--- config.mk ---
export PLATFORM = sky130hd
export DESIGN_NAME = atm_session_ctrl
export DESIGN_NICKNAME = d
export VERILOG_FILES = /design/src/rtl/atm_pkg.sv /design/src/rtl/atm_balance_alu.sv /design/src/rtl/atm_session_ctrl.sv
export SDC_FILE = /design/constraint.sdc
export NUM_CORES = 1
export LEC_CHECK = 0
export CAP_MARGIN = 20
export CORE_ASPECT_RATIO = 2
export CORE_MARGIN = 2
export CORE_UTILIZATION = 28
export DETAILED_ROUTE_END_ITERATION = 16
export SYNTH_ARGS = -nofsm -noshare
export SYNTH_HDL_FRONTEND = slang
export SYNTH_SLANG_ARGS = --single-unit
--- constraint.sdc ---
create_clock -name clk -period 4.7 [get_ports clk]
set_clock_uncertainty 0.05 [all_clocks]
set_input_delay 0.47 -clock clk [delete_from_list [all_inputs] [get_ports clk]]
set_output_delay 0.47 -clock clk [all_outputs]
set_load 0.1 [all_outputs]
--- src/rtl/atm_pkg.sv ---
// Shared definitions for the ATM session sequencer: FSM states, operation
// codes and error codes used by atm_session_ctrl and atm_balance_alu.
package atm_pkg;

  typedef enum logic [2:0] {
    IDLE     = 3'd0,
    WAIT_PSW = 3'd1,
    CHECK    = 3'd2,
    MENU     = 3'd3,
    EXEC     = 3'd4,
    DONE     = 3'd5,
    EJECT    = 3'd6
  } state_t;

  localparam logic [1:0] OP_INQ = 2'b00;
  localparam logic [1:0] OP_DEP = 2'b01;
  localparam logic [1:0] OP_WDR = 2'b10;
  localparam logic [1:0] OP_END = 2'b11;

  localparam logic [1:0] ERR_NONE = 2'b00;
  localparam logic [1:0] ERR_NSF  = 2'b01;
  localparam logic [1:0] ERR_OVF  = 2'b10;
  localparam logic [1:0] ERR_TMO  = 2'b11;

endpackage

--- src/rtl/atm_balance_alu.sv ---
// Combinational balance arithmetic for one session operation.
// Ports:
//   op_code    - operation (inquiry / deposit / withdraw / end)
//   value      - current working balance
//   amount     - operation amount
//   next_value - resulting balance (unchanged on error)
//   err        - ERR_NONE, ERR_NSF (insufficient funds) or ERR_OVF (overflow)
module atm_balance_alu
  import atm_pkg::*;
#(
  parameter int unsigned balance_width = 20
) (
  input  logic [1:0]               op_code,
  input  logic [balance_width-1:0] value,
  input  logic [balance_width-1:0] amount,
  output logic [balance_width-1:0] next_value,
  output logic [1:0]               err
);

  logic [balance_width:0] sum;

  always_comb begin
    sum        = {1'b0, value} + {1'b0, amount};
    next_value = value;
    err        = ERR_NONE;
    case (op_code)
      OP_DEP: begin
        if (sum[balance_width]) err = ERR_OVF;
        else                    next_value = sum[balance_width-1:0];
      end
      OP_WDR: begin
        if (amount > value) err = ERR_NSF;
        else                next_value = value - amount;
      end
      default: ;
    endcase
  end

endmodule

--- src/rtl/atm_session_ctrl.sv ---
// ATM session sequencer: card insertion, password check with retry limit,
// inactivity timeout, and balance/deposit/withdraw execution.
// Ports:
//   clk, rst         - clock, asynchronous active-low reset
//   card_in          - card present level
//   psw_strobe       - password valid pulse
//   wrong_psw        - datapath mismatch flag, valid one cycle after strobe
//   balance          - current account balance from datapath
//   op_valid/op_code/amount - operation request
//   updated_balance  - balance to commit to datapath
//   op_done          - one-cycle commit pulse
//   authed           - high in MENU/EXEC/DONE
//   card_locked      - one-cycle pulse on retry exhaustion
//   eject            - one-cycle card-eject pulse
//   err              - last error code
//   state_o          - current state for debug
// All outputs are registered; pulses are derived from the next state.
module atm_session_ctrl
  import atm_pkg::*;
#(
  parameter int unsigned balance_width  = 20,
  parameter int unsigned max_tries      = 3,
  parameter int unsigned timeout_cycles = 16
) (
  input  logic                     clk,
  input  logic                     rst,
  input  logic                     card_in,
  input  logic                     psw_strobe,
  input  logic                     wrong_psw,
  input  logic [balance_width-1:0] balance,
  input  logic                     op_valid,
  input  logic [1:0]               op_code,
  input  logic [balance_width-1:0] amount,
  output logic [balance_width-1:0] updated_balance,
  output logic                     op_done,
  output logic                     authed,
  output logic                     card_locked,
  output logic                     eject,
  output logic [1:0]               err,
  output logic [2:0]               state_o
);

  localparam int unsigned TRY_W = $clog2(max_tries + 1);
  localparam int unsigned TMR_W = $clog2(timeout_cycles);
  localparam logic [TRY_W-1:0] TRY_LAST = TRY_W'(max_tries - 1);
  localparam logic [TMR_W-1:0] TMR_LAST = TMR_W'(timeout_cycles - 1);

  state_t                   state, state_n;
  logic [TMR_W-1:0]         timer, timer_n;
  logic [TRY_W-1:0]         tries, tries_n;
  logic [balance_width-1:0] ub_n, amt_q, amt_n, alu_val;
  logic [1:0]               op_q, op_n, err_n, alu_err;
  logic                     done_n, lock_n, eject_n, authed_n;

  atm_balance_alu #(.balance_width(balance_width)) u_alu (
    .op_code   (op_q),
    .value     (updated_balance),
    .amount    (amt_q),
    .next_value(alu_val),
    .err       (alu_err)
  );

  always_comb begin
    state_n = state;
    timer_n = timer;
    tries_n = tries;
    ub_n    = updated_balance;
    err_n   = err;
    op_n    = op_q;
    amt_n   = amt_q;
    lock_n  = 1'b0;
    case (state)
      IDLE: begin
        timer_n = '0;
        err_n   = ERR_NONE;
        if (card_in) state_n = WAIT_PSW;
      end
      WAIT_PSW: begin
        if (psw_strobe) begin
          state_n = CHECK;
          timer_n = '0;
        end else if (timer == TMR_LAST) begin
          state_n = EJECT;
          err_n   = ERR_TMO;
          timer_n = '0;
        end else begin
          timer_n = timer + 1'b1;
        end
      end
      CHECK: begin
        if (!wrong_psw) begin
          state_n = MENU;
          tries_n = '0;
          ub_n    = balance;
        end else if (tries == TRY_LAST) begin
          lock_n  = 1'b1;
          state_n = EJECT;
        end else begin
          tries_n = tries + 1'b1;
          state_n = WAIT_PSW;
        end
      end
      MENU: begin
        if (op_valid) begin
          err_n   = ERR_NONE;
          timer_n = '0;
          if (op_code == OP_END) begin
            state_n = EJECT;
          end else begin
            state_n = EXEC;
            op_n    = op_code;
            amt_n   = amount;
          end
        end else if (timer == TMR_LAST) begin
          state_n = EJECT;
          err_n   = ERR_TMO;
          timer_n = '0;
        end else begin
          timer_n = timer + 1'b1;
        end
      end
      EXEC: begin
        ub_n    = alu_val;
        err_n   = alu_err;
        state_n = DONE;
      end
      DONE: begin
        state_n = MENU;
        timer_n = '0;
      end
      EJECT: begin
        state_n = IDLE;
        tries_n = '0;
      end
      default: state_n = IDLE;
    endcase

    // Card removal overrides every transition above: no commit, no pulses.
    if (state != IDLE && !card_in) begin
      state_n = IDLE;
      tries_n = '0;
      timer_n = '0;
      lock_n  = 1'b0;
      ub_n    = updated_balance;
      err_n   = err;
    end

    done_n   = (state_n == DONE);
    eject_n  = (state_n == EJECT);
    authed_n = (state_n inside {MENU, EXEC, DONE});
  end

  always_ff @(posedge clk or negedge rst) begin
    if (!rst) begin
      state           <= IDLE;
      timer           <= '0;
      tries           <= '0;
      updated_balance <= '0;
      err             <= ERR_NONE;
      op_q            <= OP_INQ;
      amt_q           <= '0;
      op_done         <= 1'b0;
      authed          <= 1'b0;
      card_locked     <= 1'b0;
      eject           <= 1'b0;
    end else begin
      state           <= state_n;
      timer           <= timer_n;
      tries           <= tries_n;
      updated_balance <= ub_n;
      err             <= err_n;
      op_q            <= op_n;
      amt_q           <= amt_n;
      op_done         <= done_n;
      authed          <= authed_n;
      card_locked     <= lock_n;
      eject           <= eject_n;
    end
  end

  assign state_o = state;

endmodule
==> results.cfg, run 1 <==
[worst_setup_path]
r2r_slack_ns = 0.90
r2r_cells = 14
crit_path_cell_trace = inv_1 -> ha_1 -> fa_1 -> nand3b_1 -> a21oi_1 -> o31ai_1 -> a22oi_2 -> a31o_2 -> nand2_1 -> a2111o_1 -> buf_4 -> buf_4 -> a211oi_2 -> a21oi_2
critPathKind = flip-flop to flip-flop
r2r_end = updated_balance[0]$_DFFE_PN0P_
crit_path_start_kind = flip-flop
timing.rr.start = updated_balance[0]$_DFFE_PN0P_
crit_top_cell = buf_4
crit_path_top_delay_cell = a2111o_1
crit_end = updated_balance[0]$_DFFE_PN0P_
required_ns = 4.86
crit_arrival_ns = 3.96
crit_fanout = 16
critPathLaunch = updated_balance[0]$_DFFE_PN0P_
endpoint_kind = flip-flop
slowest_delay_ns = 0.63

[synthesis]
synth.distinct_cells = 64
yosys.area_share.simple = 0.171
yosysTopAreaCell = dfrtp_1
synth_edf_count = 0
synth_fp_nets = 641
synthTopCellsByCount = nor2_1 (58), dfrtp_1 (57), a21oi_1 (47), ha_1 (44)
synth_top_family_by_area = compound AO/OA/AOI/OAI gates
yosysSeqAreaShare = 0.306
synth.most_common_cell = nor2_1
synthCells = 547
ys_warn_count = 0
synthTopCellsByArea = dfrtp_1 (31%), ha_1 (12%), a21oi_1 (5.0%), mux2_2 (4.8%), nor2_1 (4.7%)
ys.flop_type = dfrtp_1
yosysTopAreaCellShare = 0.306
synth_xor_area_frac = 0.0338
synthMuxAreaShare = 0.0761
synth_compound_area_frac = 0.221
syn-cell-area_um2 = 4670
synth_seq_cells = 57
avgSynthCellArea_um2 = 8.53
synth-adder-area-share = 0.127
ys_async_sr_fraction = 1.00

[drt]
drt_first_iter_violations = 256
routedWlPerCell_um = 17.6
drc = 0
ant_nets = 0
vias_per_cell = 5.18
via_count = 4277
routed_wl_mm = 14.5
firstDrtPassIters = 4

[floorplanning]
fp.coreArea_um2 = 16300
num_rows = 66
start_util = 0.287
ios = 77
die_w_um = 95.3
die_height_um = 187
die-area_um2 = 17800

[outcome]
status = finished clean

[sta]
setup_viol = 0
hold_viol = 0
rsz0062_at_grt = false
fmax_mhz = 263
slew_headroom = 0.329
finalCritPeriodShare = 0.808
worst_pin_slew_ns = 1.00
finalSetupTns_ns = 0
maxSlewViolCount = 0
fin_crit_ns = 3.80
holdWs_ns = 0.248

[clock_network]
cts_setup_buffers = 0
clk_pin_slew_worst_paths_ns = 0.06
hold_buffers = 0
root_buffer = clkbuf_16
cts-buffers-inserted = 9
clockBufferDepth = 2
htree_levels = 3
cts_tree = done
insertion_delay_ns = 0.33
cts_resized = 0
clock-sinks = 57

[final_layout]
antenna_cells = 0
drive_above_1_share = 0.0998
area_growth_pct = 27.2
nNetsFinal = 710
final_cells = 825

[grt]
overflow = 0
antenna_found_initial = 0
grt_pass1_wl_mm = 23.6
grt_pass1_vias = 4609
globalRouteTotalUtil = 0.171
grt_max_degree = 58

[job]
cap_violations = 0

[min_path]
hp-class = primary input to asynchronous set/reset pin

[placed_design]
gp_congestion = 0.897
dp.cells = 809
portBuffers = 76
dpl.hpwl_mm = 11.4
[metrics by stage]
step	worst slack (ns)	instance area, um^2	utilization
4_1_cts	0.928	5940	0.365
3_5_place_dp	0.950	5590	0.344
3_3_place_gp	1.01	5590	0.344
6_report	0.902	5940	0.365
2_1_floorplan	1.02	4670	-
5_1_grt	0.714	5940	0.365
[critical path: cells and delay by family, from the launching register on]
| family | cells | cell delay [ns] |
|---|---|---|
| AOI/OAI and AO/OA | 7 | 1.79 |
| and+or+nand+nor | 2 | 0.27 |
| DFF | 1 | 0.37 |
| adders and majority gates | 2 | 0.62 |
| buffers and inverters | 3 | 0.58 |
[layout by cell type (no fill, tap or decap), drive strengths merged, types with 5 or more instances in the layout]
cell type / count
inv: 41
nand3: 11
nor2: 58
a211oi: 6
nand2b: 9
buf: 9
clkbuf: 11
a21o: 9
mux2i: 10
a31oi: 5
nand2: 40
xnor2: 15
and3: 6
or3: 8
dfrtp: 57
clkdlybuf4s50: 75
o31ai: 5
ha: 44
mux2: 22
o21ai: 46
a21oi: 48
nor3: 11
a2111oi: 6
nor2b: 9
[kinds of logic after synthesis]
family	count (synthesis)
muxes	32
DFF	57
buffers and inverters	68
AOI/OAI and AO/OA	157
adders and majority gates	46
xor gates and xnor gates	18
and+or+nand+nor	169
[area by class of cell]
cell class / count / area, um^2
well taps: 204 / 255
clock buffers: 11 / 243
repair buffers: 84 / 816
multi-input cells: 422 / 2930
inverters: 42 / 160
flip-flops and latches: 57 / 1430
fillers: 1699 / 10300
clock inverters: 5 / 103
[sequential cells by signal (all words and copies together), names as in the netlist, 2 cells and up]
| name | cells |
|---|---|
| updated_balance | 20 |
| tries | 2 |
| op_q | 2 |
| state_o | 3 |
| amt_q | 20 |
| timer | 4 |
| err | 2 |
[layer usage]
metal / wire length, um / up-vias / GRT usage / share of wire
met2: 8470 / 105 / 0.333 / 0.58
met5: 0 / - / 0 / 0
met4: 539 / 0 / 0.0792 / 0.037
met1: 5000 / 2075 / 0.168 / 0.34
li1: - / 2068 / - / -
met3: 477 / 29 / 0.0250 / 0.033
[worst min-delay path by stage]
stage / to / slack [ns] / depth (start not counted)
6_report: amt_q[3]$_DFFE_PN0P_ / 0.25 / 2
5_1_grt: amt_q[4]$_DFFE_PN0P_ / 0.33 / 2
4_1_cts: amt_q[3]$_DFFE_PN0P_ / 0.29 / 2
3_5_place_dp: tries[1]$_DFFE_PN0P_ / 0.43 / 2
3_3_place_gp: tries[1]$_DFFE_PN0P_ / 0.42 / 2
2_1_floorplan: amt_q[0]$_DFFE_PN0P_ / 0.12 / 0
Power of run 1 is not shown: default switching activity piles up to over one toggle a cycle in this logic, so the estimate is an artifact.
==> run 2: changes to the inputs <==
clock period = 3.2 ns   (was 4.7 ns; I/O delays follow)
==> results.cfg, run 2 (synthesized netlist as in run 1, its figures left out) <==
[clock_network]
htree_levels = 3
root_buffer = clkbuf_16
clock-sinks = 57
clk_pin_slew_worst_paths_ns = 0.05
cts_tree = done
insertion_delay_ns = 0.34
cts-buffers-inserted = 9
clockBufferDepth = 2

[final_layout]
nNetsFinal = 737
area_growth_pct = 34.5
drive_above_1_share = 0.221
final_common_cell = nor2_1
utilization = 0.386
top_regs = amt_q x20, updated_balance x20, timer x4
antenna_cells = 0
mostFrequentLayoutCells = nor2_1 (57), clkdlybuf4s50_1 (52), buf_4 (50)
num-fill-cells = 1635

[sta]
fin_crit_ns = 3.17
maxSlewViolCount = 0
slew_headroom = 0.348
finalCritPeriodShare = 0.991
fmax_mhz = 315
worst_pin_slew_ns = 0.974
hold_viol = 0
rsz0062_at_grt = true
holdWs_ns = 0.452
finalSetupTns_ns = 0
setup_viol = 0

[worst_setup_path]
critPathKind = flip-flop to flip-flop
endpoint_kind = flip-flop
r2r_slack_ns = 0.03
timing.rr.start = updated_balance[0]$_DFFE_PN0P_
crit_path_top_delay_cell = a2111o_1
r2r_end = updated_balance[17]$_DFFE_PN0P_
slowest_delay_ns = 0.52
r2r_cells = 12
crit_arrival_ns = 3.34
crit_fanout = 6
crit_path_cell_trace = inv_4 -> ha_4 -> fa_2 -> nand3b_1 -> a21oi_2 -> o31ai_4 -> a22oi_2 -> a31o_2 -> nand2_2 -> a2111o_1 -> buf_12 -> mux2_4
crit_path_start_kind = flip-flop
required_ns = 3.37

[drt]
routed_wl_mm = 15.4
vias_per_cell = 5.21
drt_first_iter_violations = 222
firstDrtPassIters = 4
ant_nets = 0
via_count = 4434
drc = 0
routedWlPerCell_um = 18.1

[floorplanning]
die_w_um = 95.3
num_rows = 66
fp.coreArea_um2 = 16300
ios = 77
die-area_um2 = 17800
start_util = 0.287
die_height_um = 187

[min_path]
hold_start = tries[0]$_DFFE_PN0P_
min_path_cells = 1
whs_endpoint = tries[0]$_DFFE_PN0P_
hp-class = flip-flop to flip-flop

[grt]
grt_pass1_vias = 4749
grt_max_degree = 27
overflow = 0
antenna_found_initial = 0
globalRouteTotalUtil = 0.175
grt_pass1_wl_mm = 23.8

[placed_design]
dpl.hpwl_mm = 11.7
portBuffers = 76
gp_congestion = 0.936

[job]
cap_violations = 0

[outcome]
status = finished clean
## run 2: stage by stage
step	cell area [um^2]	setup WS (ns)	instances
2_1_floorplan	4690	0.0112	547
3_3_place_gp	5690	-0.0163	827
3_5_place_dp	5690	-0.102	827
4_1_cts	6030	0.00948	843
5_1_grt	6280	-0.0619	851
6_report	6280	0.0302	851
## run 2: worst max path at each step
stage | startpoint | end | slack (ns) | cells after the start
after detailed placement | updated_balance[0]$_DFFE_PN0P_ | updated_balance[17]$_DFFE_PN0P_ | -0.10 | 12
after global placement | updated_balance[0]$_DFFE_PN0P_ | updated_balance[17]$_DFFE_PN0P_ | -0.02 | 12
after CTS | updated_balance[0]$_DFFE_PN0P_ | updated_balance[17]$_DFFE_PN0P_ | 0.009 | 12
after global routing | updated_balance[0]$_DFFE_PN0P_ | updated_balance[17]$_DFFE_PN0P_ | -0.06 | 12
after floorplan | updated_balance[0]$_DFFE_PN0P_ | updated_balance[17]$_DFFE_PN0P_ | 0.01 | 12
final | updated_balance[0]$_DFFE_PN0P_ | updated_balance[17]$_DFFE_PN0P_ | 0.03 | 12
## run 2: critical path: cells and delay by family (launching register included)
kind,cells,cell delay (ns)
flip-flops,1,0.43
buffers and inverters,2,0.24
AND/OR/NAND/NOR,2,0.26
AO/OA/AOI/OAI,5,1.29
multiplexers,1,0.29
adder cells (fa/ha/maj),2,0.49
## run 2: repair_timing
item / CTS / global route
gates resized for setup: 9 / 34
setup endpoints to repair: 5 / 7
buffers inserted: 0 / 7
pin swaps: 5 / 11
hold endpoints to repair: 24 / 0
hold buffers: 1 / 0
cloned: 0 / 1
## run 2: area by class of cell
type	count	area [um^2]	area share
multi-input cells	422	3100	0.493
repair buffers	111	1030	0.164
well taps	204	255	0.0406
clock inverters	3	40.0	0.00637
flip-flops and latches	57	1440	0.229
inverters	42	163	0.0259
clock buffers	12	256	0.0408
## run 2: layer usage
metal / GRT usage / wire length, um / vias to the layer above
li1: - / - / 2123
met1: 0.163 / 5210 / 2175
met2: 0.349 / 9150 / 105
met3: 0.0311 / 487 / 31
met4: 0.0736 / 516 / 0
met5: 0 / 0 / -
Power of run 2 is left out for the same reason.
==> run 3: changes to the inputs <==
CAP_MARGIN = unset   (was 20)
CELL_PAD_IN_SITES_DETAIL_PLACEMENT = 1   (was unset)
CELL_PAD_IN_SITES_GLOBAL_PLACEMENT = 1   (was unset)
PLACE_DENSITY_LB_ADDON = 0.1   (was unset)
==> results.cfg, run 3 (synthesized netlist as in run 1, its figures left out) <==
[outcome]
status = complete, but fails checks
violations = setup timing

[grt]
grt_use_met1 = 0.189
antenna_found_initial = 0
grt_pass1_wl_mm = 26.2
grt_max_degree = 58
top_usage_layer = met2
globalRouteTotalUtil = 0.195
overflow = 0
grt_pass1_vias = 5007
grtUsageMet3 = 0.0258
globalRouteMet2Util = 0.380

[final_layout]
final_area_um2 = 6310
seq_area_um2 = 1440
drive_above_1_share = 0.241
antenna_cells = 0
nNetsFinal = 748
top_regs = amt_q x20, updated_balance x20, timer x4
multiInputGateArea_um2 = 3070
mostFrequentLayoutCells = buf_4 (59), nor2_1 (57), clkdlybuf4s50_1 (53)
num-fill-cells = 1936
final_cells = 863
final_common_cell = buf_4
utilization = 0.388
area_growth_pct = 35.1

[clock_network]
hold_buffers = 0
insertion_delay_ns = 0.34
clockBufferDepth = 2
clock-sinks = 57
cts-buffers-inserted = 9
cts_tree = done
clk_pin_slew_worst_paths_ns = 0.06
htree_levels = 3
root_buffer = clkbuf_16

[sta]
worst_pin_slew_ns = 0.975
fmax_mhz = 312
fin_crit_ns = 3.21
setup_viol = 1
hold_viol = 0
finalCritPeriodShare = 1.00
fin_ws_ns = -0.00661
slew_headroom = 0.348
maxSlewViolCount = 0
rsz0062_at_grt = true

[placed_design]
dpl.hpwl_mm = 12.8
placed_area_um2 = 5740
portBuffers = 76
dp.cells = 833
gp_congestion = 0.863
dp_worst_setup_slack_ns = -0.128

[worst_setup_path]
crit_arrival_ns = 3.38
crit_path_top_delay_cell = dfrtp_4
slowest_delay_ns = 0.48
crit_fanout = 7
critPathKind = flip-flop to flip-flop
path_buf_inv = 3
crit_path_cell_trace = ha_2 -> inv_2 -> fa_2 -> nor2_2 -> o311ai_2 -> buf_4 -> a211o_1 -> nand3_2 -> a31oi_4 -> nor2_1 -> a2111o_1 -> buf_8 -> mux2_4
crit_path_start_kind = flip-flop
endpoint_kind = flip-flop
r2r_slack_ns = -0.007
required_ns = 3.37
path_delay_family = compound AO/OA/AOI/OAI gates

[drt]
drc = 0
routed_wl_mm = 16.8
via_count = 4475
ant_nets = 0
drt_first_iter_violations = 124
vias_per_cell = 5.19
routedWlPerCell_um = 19.5
firstDrtPassIters = 4

[floorplanning]
fp.coreArea_um2 = 16300
ios = 77
num_rows = 66
die-area_um2 = 17800
die_w_um = 95.3
die_height_um = 187
start_util = 0.287

[job]
cap_violations = 0

[min_path]
hp-class = primary input to asynchronous set/reset pin
## run 3: changes by cell type in the layout (fill, tap and decap cells not counted), moves of 3 or more
cell     previous run  this run
buf_6               3         6
nand2_1            31        28
nand2_2             8        11
buf_4              50        59
## run 3: through the flow
| step | TNS (ns) | hold WS, ns |
|---|---|---|
| 4_1_cts | 0 | 0.131 |
| 6_report | -0.00661 | 0.0944 |
| 5_1_grt | -1.60 | 0.172 |
| 3_5_place_dp | -0.925 | 0.440 |
| 2_1_floorplan | 0 | -0.0256 |
| 3_3_place_gp | -0.156 | 0.421 |
## run 3: routing by layer
| layer | wire length (um) | vias to the layer above |
|---|---|---|
| met3 | 458 | 38 |
| met1 | 5670 | 2208 |
| met4 | 625 | 0 |
| li1 | - | 2142 |
| met5 | 0 | - |
| met2 | 10100 | 87 |
## run 3: path summary, 6_finish.rpt
check / depth (start not counted) / endpoint / startpoint
min reg2reg: 1 / tries[0]$_DFFE_PN0P_ / tries[0]$_DFFE_PN0P_
min: 2 / amt_q[6]$_DFFE_PN0P_ / rst
min in group clk: 1 / tries[0]$_DFFE_PN0P_ / tries[0]$_DFFE_PN0P_
max in group asynchronous: 2 / updated_balance[0]$_DFFE_PN0P_ / rst
max: 13 / updated_balance[17]$_DFFE_PN0P_ / updated_balance[0]$_DFFE_PN0P_
max reg2reg: 13 / updated_balance[17]$_DFFE_PN0P_ / updated_balance[0]$_DFFE_PN0P_
## run 3: cell type report
type                    instances  area share
repair buffers                122       0.174
clock inverters                 5     0.00476
inverters                      42      0.0258
multi-input cells             422       0.487
flip-flops and latches         57       0.229
well taps                     204      0.0405
clock buffers                  11      0.0401
## run 3: repair_timing
item,in CTS,in global routing
pin swaps,6,13
buffers inserted,6,8
gates cloned,0,0
setup endpoints to repair,12,20
resized for setup,14,36
Power of run 3 is left out for the same reason.
